===== config.mk =====
export PLATFORM = sky130hd
export DESIGN_NAME = ft232h_packetizer
export DESIGN_NICKNAME = d
export VERILOG_FILES = /design/src/rtl/ft232h_pkg.sv /design/src/rtl/ft232h_packetizer.sv
export SDC_FILE = /design/constraint.sdc
export NUM_CORES = 1
export LEC_CHECK = 0
export CAP_MARGIN = 20
export CORE_MARGIN = 3
export CORE_UTILIZATION = 40
export DETAILED_ROUTE_END_ITERATION = 8
export SETUP_SLACK_MARGIN = 0.2
export SLEW_MARGIN = 30
export SYNTH_ARGS = -nofsm -noshare
export SYNTH_HDL_FRONTEND = slang
export SYNTH_SLANG_ARGS = --single-unit

===== constraint.sdc =====
create_clock -name sys_clk -period 4.05 [get_ports sys_clk]
set_clock_uncertainty 0.05 [all_clocks]
set_input_delay 0.6075 -clock sys_clk [delete_from_list [all_inputs] [get_ports sys_clk]]
set_output_delay 0.6075 -clock sys_clk [all_outputs]
set_load 0.01 [all_outputs]

===== src/rtl/ft232h_pkg.sv =====
// Shared types and constants for the ft232h byte packetizer.
package ft232h_pkg;

    typedef enum logic [2:0] {
        StIdle,
        StSync,
        StSeq,
        StLen,
        StSampleHi,
        StSampleLo,
        StCsum
    } pkt_state_e;

    localparam logic [7:0] FT232H_SYNC_BYTE = 8'hA5;

endpackage


===== src/rtl/ft232h_packetizer.sv =====
// Frames 16-bit samples into byte packets (SYNC, SEQ, LEN, samples MSB-first, XOR checksum)
// for the ft232h controller's AXIS byte input.
module ft232h_packetizer
    import ft232h_pkg::*;
#(
    parameter int unsigned SAMPLES_PER_PACKET = 4,
    parameter logic [7:0]  SYNC_BYTE          = FT232H_SYNC_BYTE
) (
    input  logic        sys_clk,
    input  logic        rst_n,
    input  logic [15:0] s_tdata,
    input  logic        s_tvalid,
    output logic        s_tready,
    output logic [7:0]  m_tdata,
    output logic        m_tvalid,
    input  logic        m_tready,
    output logic        busy
);

    localparam logic [7:0] LenByte = 8'(2 * SAMPLES_PER_PACKET);
    localparam logic [6:0] LastIdx = 7'(SAMPLES_PER_PACKET - 1);

    pkt_state_e  state_q, state_d;
    logic [15:0] hold_data_q;
    logic        hold_full_q;
    logic [7:0]  seq_q, seq_d;
    logic [7:0]  csum_q, csum_d;
    logic [6:0]  idx_q, idx_d;
    logic [7:0]  m_tdata_q, m_tdata_d;
    logic        m_tvalid_q, m_tvalid_d;
    logic        busy_q, busy_d;
    logic        slot_free;
    logic        accept;
    logic        lo_load;

    assign slot_free = !m_tvalid_q || m_tready;
    assign accept    = s_tvalid && !hold_full_q;
    assign s_tready  = !hold_full_q;
    assign m_tdata   = m_tdata_q;
    assign m_tvalid  = m_tvalid_q;
    assign busy      = busy_q;

    // State names the byte currently held in the output register.
    always_comb begin
        state_d    = state_q;
        seq_d      = seq_q;
        csum_d     = csum_q;
        idx_d      = idx_q;
        m_tdata_d  = m_tdata_q;
        m_tvalid_d = m_tvalid_q;
        busy_d     = busy_q;
        lo_load    = 1'b0;
        if (slot_free) begin
            m_tvalid_d = 1'b0;
            unique case (state_q)
                StIdle, StCsum: begin
                    busy_d  = 1'b0;
                    state_d = StIdle;
                    // A waiting sample starts the next packet with no gap after CSUM.
                    if (hold_full_q) begin
                        m_tvalid_d = 1'b1;
                        m_tdata_d  = SYNC_BYTE;
                        busy_d     = 1'b1;
                        csum_d     = 8'h00;
                        idx_d      = 7'd0;
                        state_d    = StSync;
                    end
                end
                StSync: begin
                    m_tvalid_d = 1'b1;
                    m_tdata_d  = seq_q;
                    csum_d     = csum_q ^ seq_q;
                    state_d    = StSeq;
                end
                StSeq: begin
                    m_tvalid_d = 1'b1;
                    m_tdata_d  = LenByte;
                    csum_d     = csum_q ^ LenByte;
                    state_d    = StLen;
                end
                StLen: begin
                    if (hold_full_q) begin
                        m_tvalid_d = 1'b1;
                        m_tdata_d  = hold_data_q[15:8];
                        csum_d     = csum_q ^ hold_data_q[15:8];
                        state_d    = StSampleHi;
                    end
                end
                StSampleHi: begin
                    if (hold_full_q) begin
                        m_tvalid_d = 1'b1;
                        m_tdata_d  = hold_data_q[7:0];
                        csum_d     = csum_q ^ hold_data_q[7:0];
                        lo_load    = 1'b1;
                        state_d    = StSampleLo;
                    end
                end
                StSampleLo: begin
                    if (idx_q < LastIdx) begin
                        // Starved: output drops valid and waits for the next sample.
                        if (hold_full_q) begin
                            m_tvalid_d = 1'b1;
                            m_tdata_d  = hold_data_q[15:8];
                            csum_d     = csum_q ^ hold_data_q[15:8];
                            idx_d      = idx_q + 7'd1;
                            state_d    = StSampleHi;
                        end
                    end else begin
                        m_tvalid_d = 1'b1;
                        m_tdata_d  = csum_q;
                        seq_d      = seq_q + 8'd1;
                        state_d    = StCsum;
                    end
                end
                default: state_d = StIdle;
            endcase
        end
    end

    always_ff @(posedge sys_clk or negedge rst_n) begin
        if (!rst_n) begin
            hold_full_q <= 1'b0;
            hold_data_q <= 16'h0000;
        end else if (accept) begin
            hold_full_q <= 1'b1;
            hold_data_q <= s_tdata;
        end else if (lo_load) begin
            hold_full_q <= 1'b0;
        end
    end

    always_ff @(posedge sys_clk or negedge rst_n) begin
        if (!rst_n) begin
            state_q    <= StIdle;
            seq_q      <= 8'h00;
            csum_q     <= 8'h00;
            idx_q      <= 7'd0;
            m_tdata_q  <= 8'h00;
            m_tvalid_q <= 1'b0;
            busy_q     <= 1'b0;
        end else begin
            state_q    <= state_d;
            seq_q      <= seq_d;
            csum_q     <= csum_d;
            idx_q      <= idx_d;
            m_tdata_q  <= m_tdata_d;
            m_tvalid_q <= m_tvalid_d;
            busy_q     <= busy_d;
        end
    end

endmodule

==> impl_metrics.py <==
metrics = {
    "run_status": {
        "status": "finished, final reports clean",
    },
    "critical_path": {
        "cp_slowest_cell": "dfrtp_1",
        "r2r-start": "state_q[0]",
        "ff2ff_path_depth": 5,
        "crit_arrival_ps": 1960,
        "worst-path-max-fanout": 17,
        "max_stage_delay_ps": 770,
        "critical_path.startpoint": "hold_full_q",
        "worstSetupPathType": "flop to primary output",
        "r2r-end": "m_tdata[4]",
        "cp-endpoint": "s_tready",
        "start_kind": "flop",
        "cp-end-kind": "primary output",
        "regToRegSetupSlack_ps": 1660,
        "required_ps": 3390,
        "path_cells": "inv_1 -> clkdlybuf4s50_1",
    },
    "die": {
        "die_y_um": 92.23,
        "core_area_um2": 6982,
        "fp.dieW_um": 92.23,
        "num_rows": 30,
        "die_area_um2": 8505,
        "start_util_pct": 42.60,
        "ioPinCount": 31,
    },
    "clock_tree": {
        "postCtsResizedCells": 0,
        "clk_path_buf_depth": 2,
        "cts_tree": "built",
        "cts.htree.levels": 2,
        "cts_sinks": 53,
        "cts_buffers": 5,
        "hold_buffers": 0,
        "clock_latency_ps": 310,
        "path_clk_slew_ps": 100,
        "root_buffer": "clkbuf_8",
        "post_cts_buffers": 0,
    },
    "synth": {
        "syn-cell-area_um2": 2974,
        "syn_nets": 305,
        "synth_cell_types": 54,
        "async_flop_share_pct": 100.0,
        "syn_inst": 283,
        "netlist.area_leader.share_pct": 44.59,
        "synth_area_leaders": "dfrtp_1 45%, mux2_2 6.8%, nor2_1 4.3%",
        "ys_ff_latch": 53,
        "synthFlopType": "dfrtp_1",
        "syn_avg_cell_area_um2": 10.51,
        "yosysTopAreaCell": "dfrtp_1",
        "seq_area_frac_synth_pct": 44.59,
        "yosysWarnings": 0,
        "synth_edf_count": 0,
    },
    "cells_and_area": {
        "seqCellArea_um2": 1326,
        "multi_input_area_um2": 1511,
        "n_fill_cell": 670,
        "final_util_pct": 48.62,
        "final_common_cell": "dfrtp_1",
        "layout_common_cells": "53 x dfrtp_1, 34 x nor2_1, 29 x clkdlybuf4s50_1, 18 x mux2_2, 14 x nand2_1",
        "drive_above_1_share_pct": 18.03,
        "final_nets": 326,
        "diodes": 0,
        "syn_to_final_growth_pct": 14.14,
    },
    "timing": {
        "setup_ws_ps": 1428,
        "hold_viol": 0,
        "finalSetupViolations": 0,
        "relSlewSlack_pct": 41.22,
        "maxSlewViolCount": 0,
        "whs_ps": 225.6,
        "worstMarginPinSlew_ps": 880.0,
        "clock.fmax_mhz": 381.4,
        "fin_setup_tns_ps": 0,
        "layout_min_cycle_time_ps": 2622,
        "rsz0062_at_grt": "false",
        "fin_crit_sh_pct": 64.73,
    },
    "grt": {
        "grt_max_degree": 31,
        "track_usage_pct": 18.00,
        "grt_pass1_wl_mm": 12.12,
        "grt_pass1_vias": 2346,
        "overflow": 0,
        "grt_antenna_before_repair": 0,
    },
    "routing": {
        "drt_iter0_drc": 108,
        "viasPerCell": 5.716,
        "vias": 2292,
        "drc": 0,
        "postRouteAntennaNets": 0,
        "wl_mm": 7.073,
        "first_pass_iters": 4,
        "routedWlPerCell_um": 17.64,
    },
    "job": {
        "drv_cap": 0,
    },
    "pwr": {
        "power_frac_clock_pct": 13.2,
        "power_frac_seq_pct": 38.9,
        "combPwrFrac_pct": 47.9,
        "p_sw_share_pct": 42.32,
        "power_density_nw_per_um2": 708.8,
        "ir_drop_mv": 0.2903,
        "p_switching_w": 0.001018,
        "power_leakage_nw": 1.382,
        "intPower_w": 0.001388,
    },
    "placement": {
        "gp_congestion": 0.8467,
        "dp_hpwl_mm": 5.160,
        "portBuffers": 30,
        "place_ws_ps": 1392,
    },
    "worst_hold_path": {
        "min_path_type": "input pin to asynchronous set/reset pin",
    },
}
worst max-delay path, delay by kind of cell (launching register included):
family	cells	cell delay (ps)
flip-flops	1	770
buffers and inverters	2	890
cells in the mapped netlist (all sizes together), types with 4 or more instances:
cell type,count
dfrtp,53
mux2,18
mux2i,7
clkbuf,6
o31a,4
a2111oi,7
a221o,5
a22o,8
xor2,4
a21o,4
nor2b,8
xnor2,4
inv,6
nor3,10
a221oi,4
nand3,8
o21ai,9
a21oi,10
o22ai,7
buf,13
nand2,15
or2,8
nor2,34
final cells by class:
type                       count  share of cell area [%]
timing repair buffer          33                   9.362
sequential                    53                   39.07
clock inverter                 2                  0.4055
inverter                       6                  0.6635
multi-input combinational    205                   44.53
tap                           96                   3.539
clock buffer                   6                   2.433
worst min-delay path by stage:
stage	slack [ps]	endpoint
6_report	230	state_q[0]
5_1_grt	260	state_q[0]
4_1_cts	240	m_tdata[5]
3_5_place_dp	430	csum_q[3]
3_3_place_gp	440	csum_q[3]
2_1_floorplan	260	busy
sequential cells by signal, indices dropped and copies added, names as in the netlist:
register,flops
busy,1
csum_q,8
hold_data_q,16
hold_full_q,1
idx_q,7
m_tdata,8
m_tvalid,1
seq_q,8
state_q,3
cell families after synthesis:
logic type,share of synthesized area (%)
flops,44.59
fa+ha+maj,0.8413
mux,9.171
compound gates,22.76
xor+xnor,2.356
simple gates,15.69
buf+inv,4.585
metal layers:
layer | GRT usage (%) | up-vias | wire (um)
li1 | - | 1081 | -
met1 | 24.59 | 1147 | 3222
met2 | 29.68 | 57 | 3461
met3 | 3.035 | 7 | 318
met4 | 4.579 | 0 | 70
met5 | 0 | - | 0
power groups by stage:
stage               clock (W)  sequential [W]  combinational (W)
floorplan                   0        0.000847           0.000946
global placement            0        0.000943            0.00113
detailed placement          0        0.000945            0.00115
CTS                  0.000326        0.000934            0.00116
global route         0.000348        0.000965            0.00128
finish               0.000318        0.000935            0.00115
stage by stage:
step	instance area [um^2]	instances	total power (W)
floorplan	2974	283	0.001793
global placement	3298	393	0.002075
detailed placement	3298	393	0.002099
CTS	3395	401	0.002420
global route	3395	401	0.002592
finish	3395	401	0.002406
No activity file was read; power rests on OpenSTA's default activity.
==> edit, RTL diff (config.mk and constraints unchanged) <==
The 7 states of `pkt_state_e` get a one-hot encoding in 7 bits.
--- a/src/rtl/ft232h_pkg.sv
+++ b/src/rtl/ft232h_pkg.sv
@@ -2,12 +2,12 @@
 package ft232h_pkg;
 
-    typedef enum logic [2:0] {
-        StIdle,
-        StSync,
-        StSeq,
-        StLen,
-        StSampleHi,
-        StSampleLo,
-        StCsum
+    typedef enum logic [6:0] {
+        StIdle     = 7'b0000001,
+        StSync     = 7'b0000010,
+        StSeq      = 7'b0000100,
+        StLen      = 7'b0001000,
+        StSampleHi = 7'b0010000,
+        StSampleLo = 7'b0100000,
+        StCsum     = 7'b1000000
     } pkt_state_e;
 
Check against the original RTL: same outputs for any inputs over 10 cycles, from zero or initial values and one cycle with rst_n low; not proved beyond that.
==> edit against the original RTL <==
Sequential cell count grew 4. Clock power grew 47%. First-iteration DRC count grew 110%. Final area grew 7.3%. Synthesized area grew 5.0%. Worst hold slack gained 0.096 ns. Die area grew 4.7%. Critical endpoint is now m_tdata[1]. Count of clock-buffer cells in the layout grew 5. Cell count grew 8.5%. Combinational power grew 11%. Worst setup slack gained 0.059 ns. Routed wire length grew 6.2%. Power grew 14%.
==> edit: results (changes against the original RTL) <==
- Max reg flops: 16 (unchanged)
- WP data arrival: 2.78 ns (+0.82 ns)
- DP Worst Slack: 1.50 ns (+0.104 ns)
- Routability cong.: 0.889 (+5.0%)
- Post-synth top cells: dfrtp_1 (56), nand2_1 (32), o21ai_0 (19)
- Worst Tran Pin Value: 0.888 ns (+0.00844 ns)
- Detailed Place HPWL: 5290 µm (+2.5%)
- Largest net degree at the start of global routing: 38 (+23%)
- Total number of yosys warnings: 0 (unchanged)
- Antenna diodes: 0 (unchanged)
- Synth top area cells: dfrtp_1 (45%), mux2_2 (6.1%), mux2i_1 (3.8%), nand2_1 (3.8%), o21ai_0 (3.0%)
- Root Driver: clkbuf_8
- Port bufs: 30 (unchanged)
- Asr flop ratio synth: 100% (unchanged)
- Vias in the first global route: 2511 (+7.0%)
- Largest incremental delay on the critical path: 0.65 ns (-0.12 ns)
- Synth cell types: 53 (-1.9%)
- Placed inst area: 0.00347 mm² (+5.3%)
- Peak supply drop: 0.000279 V (-3.9%)
- Worst Hold Class: primary input to asynchronous set/reset pin
- Status: completed
- Post-synthesis sequential area ratio: 45.7% (+1.1 points)
- Clk buf depth: 2 (unchanged)
- Post-CTS Repair Setup Buffers: 0 (unchanged)
- Initial antenna violation count: 0 (unchanged)
- Clk slew on worst S/H paths: 0.06 ns (-0.04 ns)
- Most used flip-flop cell after synthesis: dfrtp_1
- Synth Net Count: 330 (+8.2%)
- Clock Latency Late Sink: 0.33 ns (+0.02 ns)
- # nets final: 355 (+8.9%)
- Biggest register: hold_data_q
- Post_cts resized: 0 (unchanged)
- DRT Pass-1 Iters: 9 (+5)
- CTS H-Tree Depth: 3 (+1)
- Total Routed Length: 7510 µm (+6.2%)
- Routed vias: 2543 (+11%)
- Finish-stage setup viols: 0 (unchanged)
- Initial DRC count: 227 (+110%)
- ANT nets after route: 0 (unchanged)
- GRT Util Overall: 18.2% (+0.17 points)
- CP max stage cell: or4_4
- Layout cells sized above 1: 14.6% (-3.4 points)
- Total CTS buffers: 9 (+4)
- First-pass GRT wire length: 12500 µm (+2.9%)
- Lkg Pwr: 1.57 nW (+14%)
==> edit: final timing paths <==
check                           startpoint         end  slack, ns  depth (start not counted)
worst min-delay path                 rst_n  m_tdata[1]       0.32                          1
worst max register to register  state_q[5]  m_tdata[1]       1.49                          5
max in group asynchronous            rst_n    seq_q[3]       2.82                          2
worst max-delay path            state_q[5]  m_tdata[1]       1.49                          5
worst min register to register        busy        busy       0.43                          2
min in group sys_clk                  busy        busy       0.43                          2
==> edit: logic make-up after synthesis <==
family                     Yosys count  synth area share (%)
adders and majority gates            2                 0.801
xor gates and xnor gates            11                  3.09
muxes                               29                  9.98
and+or+nand+nor                    112                  20.5
AOI/OAI and AO/OA                   75                  16.7
buffers and inverters               22                  3.24
DFF                                 57                  45.7
==> edit: stage by stage <==
stage | util (%) | hold slack (ns) | cells
after floorplan | - | 0.262 | 308
after global placement | 46.9 | 0.412 | 421
after detailed placement | 46.9 | 0.415 | 421
after CTS | 49.2 | 0.354 | 435
after global routing | 49.2 | 0.374 | 435
final | 49.2 | 0.322 | 435
==> edit: power by group <==
group / internal (mW) / switching [mW]
combinational: 0.585 / 0.696
clock: 0.246 / 0.221
sequential: 0.774 / 0.224
total: 1.61 / 1.14
==> edit: final cells by class <==
cell class	instances	area (µm²)
multi-input combinational	229	1590
clock buffer	11	151
sequential	57	1430
clock inverter	3	17.5
timing repair buffer	33	318
inverter	3	11.3
tap	99	124
fill	680	3760
==> edit: critical path: cells and delay by family (launching register included) <==
family             cells  cell delay (ns)
AOI/OAI and AO/OA      3             0.90
and+or+nand+nor        2             1.03
DFF                    1             0.51
==> edit: metal layers <==
layer	vias to the layer above	GRT usage [%]	routed length, µm
met4	0	9.27	245
met3	25	4.14	473
met1	1227	24.8	3430
li1	1190	-	-
met2	101	27.0	3360
met5	-	0	0
